===== src/rtl/reg_share_arbiter_pkg.sv =====
// Shared types and helpers for the register write-port arbiter.
// Optional statistics counters are enabled with REG_ARB_STATS_EN.
package reg_arb_pkg;

  typedef enum logic [1:0] {
    IDLE = 2'd0,
    OWN0 = 2'd1,
    OWN1 = 2'd2
  } arb_state_t;

  localparam logic REQ0 = 1'b0;
  localparam logic REQ1 = 1'b1;

  // Only meaningful when at least one request is high.
  function automatic logic next_owner(
    input logic req0,
    input logic req1,
    input logic last
  );
    if (req0 && !req1) return REQ0;
    if (req1 && !req0) return REQ1;
    return ~last;
  endfunction

endpackage


===== src/rtl/reg_share_arbiter_if.sv =====
// Request/acknowledge and Mux/Register control bundle.
// Statistics ports (REG_ARB_STATS_EN) stay on the top module.
interface reg_share_arbiter_if;

  logic       req0;
  logic       req1;
  logic       ack0;
  logic       ack1;
  logic       mux_sel;
  logic       reg_write_en;
  logic [1:0] grant;

  modport slave (
    input  req0,
    input  req1,
    output ack0,
    output ack1,
    output mux_sel,
    output reg_write_en,
    output grant
  );

  modport master (
    output req0,
    output req1,
    input  ack0,
    input  ack1,
    input  mux_sel,
    input  reg_write_en,
    input  grant
  );

endinterface


===== src/rtl/reg_share_arbiter_burst_counter.sv =====
// Modulo-MAX_BURST beat counter flagging the last beat of a burst.
// Unaffected by REG_ARB_STATS_EN.
module reg_arb_burst_counter #(
  parameter int MAX_BURST = 4
) (
  input  logic clk,
  input  logic reset,
  input  logic clear,
  input  logic inc,
  output logic at_limit
);

  localparam logic [7:0] LIMIT = 8'(MAX_BURST - 1);

  logic [7:0] cnt;

  assign at_limit = (cnt == LIMIT);

  // Count beats, wrapping to zero after the limit beat.
  always_ff @(posedge clk or negedge reset) begin
    if (!reset) begin
      cnt <= 8'd0;
    end else if (clear) begin
      cnt <= 8'd0;
    end else if (inc) begin
      cnt <= at_limit ? 8'd0 : cnt + 8'd1;
    end
  end

endmodule


===== src/rtl/reg_share_arbiter.sv =====
// Round-robin owner of a shared Register write port with burst limit.
// Define REG_ARB_STATS_EN to add per-requester transfer counters.
module reg_share_arbiter
  import reg_arb_pkg::*;
#(
  parameter int MAX_BURST = 4,
  parameter int CNT_WIDTH = 16
) (
  input  logic                 clk,
  input  logic                 reset,
`ifdef REG_ARB_STATS_EN
  output logic [CNT_WIDTH-1:0] grant_cnt0,
  output logic [CNT_WIDTH-1:0] grant_cnt1,
`endif
  reg_share_arbiter_if.slave   bus
);

  arb_state_t state;
  arb_state_t nxt;
  logic       last;
  logic       sel_q;
  logic       xfer0;
  logic       xfer1;
  logic       at_limit;
  logic       enter;

  assign xfer0 = (state == OWN0) && bus.req0;
  assign xfer1 = (state == OWN1) && bus.req1;
  assign enter = (nxt != state) && (nxt != IDLE);

  assign bus.ack0         = xfer0;
  assign bus.ack1         = xfer1;
  assign bus.reg_write_en = xfer0 | xfer1;
  assign bus.mux_sel      = sel_q;
  assign bus.grant        = {state == OWN1, state == OWN0};

  reg_arb_burst_counter #(
    .MAX_BURST(MAX_BURST)
  ) u_burst (
    .clk     (clk),
    .reset   (reset),
    .clear   (enter),
    .inc     (xfer0 | xfer1),
    .at_limit(at_limit)
  );

  // Next owner: drop or burst limit hands over without a bubble.
  always_comb begin
    nxt = state;
    unique case (state)
      IDLE: begin
        if (bus.req0 || bus.req1) begin
          nxt = (next_owner(bus.req0, bus.req1, last) == REQ0)
                ? OWN0 : OWN1;
        end
      end
      OWN0: begin
        if (!bus.req0) begin
          nxt = bus.req1 ? OWN1 : IDLE;
        end else if (at_limit && bus.req1) begin
          nxt = OWN1;
        end
      end
      OWN1: begin
        if (!bus.req1) begin
          nxt = bus.req0 ? OWN0 : IDLE;
        end else if (at_limit && bus.req0) begin
          nxt = OWN0;
        end
      end
      default: nxt = IDLE;
    endcase
  end

  // State, round-robin pointer and a select that holds through IDLE.
  always_ff @(posedge clk or negedge reset) begin
    if (!reset) begin
      state <= IDLE;
      last  <= REQ1;
      sel_q <= 1'b0;
    end else begin
      state <= nxt;
      if (enter) begin
        last  <= (nxt == OWN1);
        sel_q <= (nxt == OWN0);
      end
    end
  end

`ifdef REG_ARB_STATS_EN
  // Free-running wrap-around transfer counters.
  always_ff @(posedge clk or negedge reset) begin
    if (!reset) begin
      grant_cnt0 <= '0;
      grant_cnt1 <= '0;
    end else begin
      if (xfer0) grant_cnt0 <= grant_cnt0 + CNT_WIDTH'(1);
      if (xfer1) grant_cnt1 <= grant_cnt1 + CNT_WIDTH'(1);
    end
  end
`endif

endmodule

===== src/flat_wrapper.sv =====
// flat-port wrapper written by rule: the top's interface ports become plain ports
module reg_share_arbiter_flat import reg_arb_pkg::*;
#(
  parameter int MAX_BURST = 4,
  parameter int CNT_WIDTH = 16
)
  (clk, reset, bus_req0, bus_req1, bus_ack0, bus_ack1, bus_mux_sel, bus_reg_write_en, bus_grant);
  reg_share_arbiter_if bus_i ();
  input  logic clk;
  input  logic reset;
  input wire logic [$bits(bus_i.req0)-1:0] bus_req0;
  input wire logic [$bits(bus_i.req1)-1:0] bus_req1;
  output wire logic [$bits(bus_i.ack0)-1:0] bus_ack0;
  output wire logic [$bits(bus_i.ack1)-1:0] bus_ack1;
  output wire logic [$bits(bus_i.mux_sel)-1:0] bus_mux_sel;
  output wire logic [$bits(bus_i.reg_write_en)-1:0] bus_reg_write_en;
  output wire logic [$bits(bus_i.grant)-1:0] bus_grant;
  assign bus_i.req0 = bus_req0;
  assign bus_i.req1 = bus_req1;
  assign bus_ack0 = bus_i.ack0;
  assign bus_ack1 = bus_i.ack1;
  assign bus_mux_sel = bus_i.mux_sel;
  assign bus_reg_write_en = bus_i.reg_write_en;
  assign bus_grant = bus_i.grant;
  reg_share_arbiter #(.MAX_BURST(MAX_BURST), .CNT_WIDTH(CNT_WIDTH)) u_core (.clk(clk), .reset(reset), .bus(bus_i));
endmodule

===== config.mk =====
export PLATFORM = sky130hd
export DESIGN_NAME = reg_share_arbiter_flat
export DESIGN_NICKNAME = d
export VERILOG_FILES = /design/src/rtl/reg_share_arbiter_pkg.sv /design/src/rtl/reg_share_arbiter_if.sv /design/src/rtl/reg_share_arbiter_burst_counter.sv /design/src/rtl/reg_share_arbiter.sv /design/src/flat_wrapper.sv
export SDC_FILE = /design/constraint.sdc
export NUM_CORES = 1
export LEC_CHECK = 0
export ABC_AREA = 1
export CAP_MARGIN = 20
export CORE_ASPECT_RATIO = 0.9
export CORE_UTILIZATION = 52
export DETAILED_ROUTE_END_ITERATION = 12
export GPL_ROUTABILITY_DRIVEN = 0
export PLACE_DENSITY = 0.76
export SYNTH_ARGS = -nofsm -noshare
export SYNTH_HDL_FRONTEND = slang
export SYNTH_HIERARCHICAL = 1
export SYNTH_SLANG_ARGS = --single-unit

===== constraint.sdc =====
create_clock -name clk -period 2.8 [get_ports clk]
set_input_delay 0.28 -clock clk [delete_from_list [all_inputs] [get_ports clk]]
set_output_delay 0.28 -clock clk [all_outputs]
set_load 0.05 [all_outputs]

==> results.md, run 1 <==
- Post-Syn Area: slightly below 800 sq um
- Max IR drop VDD: 0.624 mV
- Worst-path fanout max: 6
- Post-CTS Resized: 0
- Cts hold-fix bufs: 0
- Status: finished clean
- Final net count: between 100 and 150
- Post-route ant nets: 0
- Syn. warnings: 6
- Initial Utilization: 59.5%
- DRT Pass-1 Iters: 4
- Static Leakage: 0.443 nW
- DRT iter0 DRCs: 30
- # Post-CTS Setup Buffers: 0
- Layout cells sized above 1: about a quarter
- Max-slew violations: 0
- #FFs+latches synth: 12
- Cells after Synth: 106
- Max Buffers Root-to-Sink: 2
- Fmax: 0.442 GHz
- Power Density: 979 nW/um^2
- Final setup vio count: 0
- Wirelength, routed: 1.62 mm
- Core ar.: 1320 sq um
- Post-DP HPWL: 1.24 mm
- Top_reg_cell synth: dfrtp_1
- Post-synth EDFFs: 0
- Placed Area: ~900 sq um
- Hold Vio Cnt, Final: 0
- Share of the synthesized area in the top cell type: between 30% and 40%
- Sequential fraction of the synthesis area: 38.4%
- Skew-Pair Late Insertion Delay: 0.27 ns
- First-pass GRT wire length: 2.63 mm
- Commonest cells post-synth: 27 x nand2_1, 17 x inv_1, 11 x dfrtp_1, 10 x nor2_1, 6 x nand4_1
- Syn Nets: 111
- Root Driver: clkbuf_4
- Post-DR vias/cell: 5.13
- Yosys top cell by area: dfrtp_1
- CTS tree: done
- Synth-to-Final Area Change: 18.9%
- Tot GR Track Use: 22.3%
- Top post-synthesis cells by area: dfrtp_1 35%, nand2_1 13%, inv_1 8.1%, nand4_1 4.8%, nor2_1 4.8%
- Vias in the first global route: 621
- Crit end category: flop
- I/O pins: 10
- DIE WIDTH: 43.0 um
- DR vias: 688
- Final instance area: around 930 sq um
- Number of port buffers: 9
- Distinct cell type count after synthesis: 23
- Crit path kind: flop to flop
- Row count: 12
- Number of CTS-inserted buffers: 3
- Die area: 1670 sq um
- Crit path DAT: 2.46 ns
- Max-cap violations: 0
- Largest net degree at the start of global routing: 13
- Final min period: 2.26 ns
- Drt drc: 0
- Crit share post-route: 80.8%
- Most frequent cell after synthesis: nand2_1
- Clock net sink count: 12
- GRT overflow: 0
- Worst hold path type: primary input to asynchronous set/reset pin
- N_diodes: 0
- Die H: between 30 and 40 um
- H-tree Lvls: 1
- RSZ-0062 raised after global routing: false
- Clock transition at the registers of the reported paths: 0.07 ns
- Antenna violations before repair: 0
- Worst EP required: 3.00 ns
- Final Util: 70.7%
- Pin slew with the least headroom to its limit: 0.535 ns
- Wirelength per Cell: between 10 and 15 um
- Startpoint types: flop
- Post-synthesis area per instance: approximately 7.4 sq um
- Setup TNS: 0 ns
- Clock Skews: 0.00367 ns
- Slew margin rel.: 64.2%
- Post-synth ARST share: 100%
-- critical path: stages (launching register included) --
cell and delay, ns:
dfrtp_1 0.44, ha_1 0.26, nand2_1 0.07, nor2_1 0.11, nand2_1 0.13, inv_1 0.10
inv_1 0.05, nand2_1 0.07, nand3_2 0.10, a21oi_2 0.21, inv_2 0.06, nand2_1 0.12
nor2_4 0.09, inv_4 0.08, nand2_2 0.05, xor2_1 0.14, nor2_1 0.11
-- routing by layer --
layer / vias up / wire [um] / share of wire [%] / global-route usage, %
met5: - / 0 / 0 / 0
met4: 0 / 14 / 0.87 / 4.55
met3: 4 / 82 / 5.1 / 8.41
met2: 22 / 677 / 42 / 34.1
met1: 307 / 840 / 52 / 30.4
li1: 355 / - / - / -
-- cell families (layout without fill, tap and decap cells) --
| family | count (synthesis) | in the layout | synth area share [%] |
|---|---|---|---|
| AOI/OAI and AO/OA | 10 | 10 | 10.2 |
| xor gates and xnor gates | 2 | 2 | 2.23 |
| adders and majority gates | 1 | 1 | 1.59 |
| buffers and inverters | 22 | 36 | 10.8 |
| and+or+nand+nor | 59 | 59 | 36.8 |
| DFF | 12 | 12 | 38.4 |
-- power by group --
part	internal [mW]	total, mW	switching [mW]
sequential	0.221	0.264	0.0425
clock	0.0790	0.133	0.0544
combinational	0.160	0.517	0.358
total	0.460	0.915	0.455
-- per-stage QoR --
step                cells  power (mW)  hold slack [ns]  setup slack [ns]
floorplan             106       0.638          -0.0156            0.0896
global placement      130       0.766            0.466             0.643
detailed placement    130       0.773            0.472             0.583
CTS                   134       0.915            0.374             0.551
global route          134       0.964            0.400             0.317
finish                134       0.915            0.357             0.539
-- path summary, 6_finish.rpt --
check	start	endpoint	slack, ns	depth (start not counted)
max reg2reg	u_core/u_burst/cnt[0]	u_core/u_burst/cnt[3]	0.54	16
min reg2reg	u_core/last	u_core/last	0.49	2
max	u_core/u_burst/cnt[0]	u_core/u_burst/cnt[3]	0.54	16
min in group clk	u_core/last	u_core/last	0.49	2
max in group asynchronous	reset	u_core/last	2.07	1
min	reset	u_core/state[1]	0.36	1
-- cell type report --
type | instances | area, sq um
clock buffer | 4 | 36.3
tap | 14 | 17.5
inverter | 22 | 85.1
timing repair buffer | 10 | 95.1
fill | 102 | 387
sequential | 12 | 302
multi-input combinational | 72 | 399
-- placed cells by master (no fill, tap or decap), types with 4 or more instances in the layout --
cell type	n
inv_2	4
inv_1	17
nor2_1	10
nand4_1	6
nand3_1	4
clkdlybuf4s50_1	8
nand2_2	5
dfrtp_1	11
nand2_1	27
-- flip-flops by register name, indices dropped and copies added (netlist names) --
signal,cells
u_core/u_burst/cnt,8
u_core/state,2
u_core/bus.mux_sel,1
u_core/last,1
(Power assumes the default switching activity.)
==> inputs of run 2 (changes only) <==
==> constraint.sdc (replaced) <==
create_clock -name clk -period 2.2 [get_ports clk]
set_input_delay 0.22 -clock clk [delete_from_list [all_inputs] [get_ports clk]]
set_output_delay 0.22 -clock clk [all_outputs]
set_load 0.05 [all_outputs]
==> results.md, run 2 (synthesis gave the netlist of run 1 again) <==
- Number of port buffers: 9 (unchanged)
- Wirelength, routed: 1.66 mm (+2.7%)
- Post-DP HPWL: 1.23 mm (-0.22%)
- Wirelength per Cell: 12.0 um (-0.25%)
- DIE WIDTH: 43.0 um (unchanged)
- Max Buffers Root-to-Sink: 2 (unchanged)
- N_diodes: 0 (unchanged)
- CTS tree: done
- DR vias: 725 (+5.4%)
- Startpoint types: flop
- Synth-to-Final Area Change: 27.5%
- Die H: 38.9 um (unchanged)
- Status: finished clean
- Final net count: 130 (+3.2%)
- I/O pins: 10 (unchanged)
- Post-DR vias/cell: 5.25 (+2.3%)
- Setup TNS: 0 ns (unchanged)
- Regs by FF count: u_core/u_burst/cnt: 8 flops, u_core/state: 2 flops
- Cts hold-fix bufs: 0 (unchanged)
- Area taken by multi-input logic gates: 428 sq um (+7.2%)
- Crit path DAT: 2.23 ns (-0.23 ns)
- DRT Pass-1 Iters: 4 (unchanged)
- Tot GR Track Use: 23.0% (+0.68 points)
- DRT iter0 DRCs: 15 (-50%)
- Initial Utilization: 59.5% (unchanged)
- Max reg flops: 8 (unchanged)
- Root Driver: clkbuf_4
- Worst EP required: 2.39 ns (-0.61 ns)
- Antenna violations before repair: 0 (unchanged)
- FILL cells: 92 (-9.8%)
- Post-route ant nets: 0 (unchanged)
- Slew margin rel.: 65.4% (+1.2 points)
- Worst hold path type: primary input to asynchronous set/reset pin
- Drt drc: 0 (unchanged)
- H-tree Lvls: 1 (unchanged)
- Clock net sink count: 12 (unchanged)
- Hold Vio Cnt, Final: 0 (unchanged)
- Most frequent cells in the layout: 26 x nand2_1, 17 x inv_1, 10 x nor2_1, 10 x dfrtp_1, 7 x buf_4
- FF+latch area: 303 sq um (+0.41%)
- Die area: 1670 sq um (unchanged)
- Worst path max stage delay: 0.39 ns (-0.05 ns)
- Finished Layout Cells: 138 (+3.0%)
- RSZ-0062 raised after global routing: false
- CP dominant cell by count: nand2_1
- Max IR drop VDD: 0.751 mV (+20%)
- Vias in the first global route: 624 (+0.48%)
- Worst path cell trace: ha_4 > nand2_1 > nor2_1 > nand2_1 > inv_1 > inv_1 > nand2_1 > nand3_2 > a21oi_2 > inv_2 > nand2_2 > nor2_4 > inv_4 > nand2_2 > xor2_1 > nor2_1
- Commonest non-fill, non-tap cell in the layout: nand2_1
- Row count: 12 (unchanged)
- Power Density: 1240 nW/um^2 (+27%)
- Core ar.: 1320 sq um (unchanged)
- Final min period: 2.04 ns (-0.226 ns)
- Crit share post-route: 92.5% (+12 points)
- First-pass GRT wire length: 2.72 mm (+3.4%)
- Pin slew with the least headroom to its limit: 0.517 ns (-0.0172 ns)
- Max-slew violations: 0 (unchanged)
- Largest net degree at the start of global routing: 13 (unchanged)
- Placed cells: 131 (+0.77%)
- Static Leakage: 0.468 nW (+5.7%)
- Layout cells sized above 1: 30.6% (+7.3 points)
- Crit path kind: flop to flop
- Worst-path fanout max: 6 (unchanged)
- Max-cap violations: 0 (unchanged)
- Fmax: 0.491 GHz (+11%)
- Bufs and invs on worst path: 4 (unchanged)
- Clock Skews: 0.00574 ns (+0.00207 ns)
- Number of CTS-inserted buffers: 3 (unchanged)
- Crit end category: flop
- Most flop-heavy register: u_core/u_burst/cnt
- Slowest stage cell, crit path: dfrtp_1
- GRT overflow: 0 (unchanged)
- Skew-Pair Late Insertion Delay: 0.27 ns (about the same)
- Final setup vio count: 0 (unchanged)
- Largest delay share family, worst path: simple AND/OR/NAND/NOR gates
- Clock transition at the registers of the reported paths: 0.07 ns (about the same)
==> run 2: repair_timing <==
| action | CTS | global route |
|---|---|---|
| setup endpoints to repair | 0 | 8 |
| resized for setup | 0 | 4 |
| setup buffers | 0 | 3 |
==> run 2: area by class of cell <==
class / instances / area share (%)
Tap cell: 14 / 1.75
Sequential cell: 12 / 30.2
Clock buffer: 4 / 3.62
Inverter: 22 / 8.49
Timing Repair Buffer: 14 / 13.2
Multi-Input combinational cell: 72 / 42.7
==> run 2: worst paths after layout <==
check | from | to | slack [ns] | cells after the start
worst max-delay path | u_core/u_burst/cnt[1] | u_core/u_burst/cnt[2] | 0.16 | 16
worst min-delay path | reset | u_core/u_burst/cnt[6] | 0.29 | 1
worst max register to register | u_core/u_burst/cnt[1] | u_core/u_burst/cnt[2] | 0.16 | 16
worst min register to register | u_core/last | u_core/last | 0.49 | 2
max in group asynchronous | reset | u_core/u_burst/cnt[0] | 1.54 | 1
min in group clk | u_core/last | u_core/last | 0.49 | 2
==> run 2: metal layers <==
| layer | routed length [um] | part of all wire (%) | vias to the layer above | global-route usage (%) |
|---|---|---|---|---|
| li1 | - | - | 368 | - |
| met1 | 830 | 50 | 335 | 31.3 |
| met2 | 715 | 43 | 20 | 34.1 |
| met3 | 100 | 6.0 | 2 | 8.41 |
| met4 | 13 | 0.78 | 0 | 6.82 |
| met5 | 0 | 0 | - | 0 |
==> run 2: where the power goes <==
part | switching [mW] | internal, mW
combinational | 0.485 | 0.253
clock | 0.0689 | 0.101
sequential | 0.0545 | 0.283
==> run 2: per-stage QoR <==
step | instance area, sq um | hold slack, ns | utilization (%) | total power, mW | worst slack (ns)
3_5_place_dp | 927 | 0.477 | 70.2 | 1.02 | 0.0649
3_3_place_gp | 927 | 0.475 | 70.2 | 1.01 | 0.103
5_1_grt | 1000 | 0.324 | 75.9 | 1.32 | 0.00485
2_1_floorplan | 800 | -0.0756 | - | 0.830 | 0.0423
6_report | 1000 | 0.288 | 75.9 | 1.24 | 0.164
4_1_cts | 963 | 0.304 | 72.9 | 1.19 | 0.0419
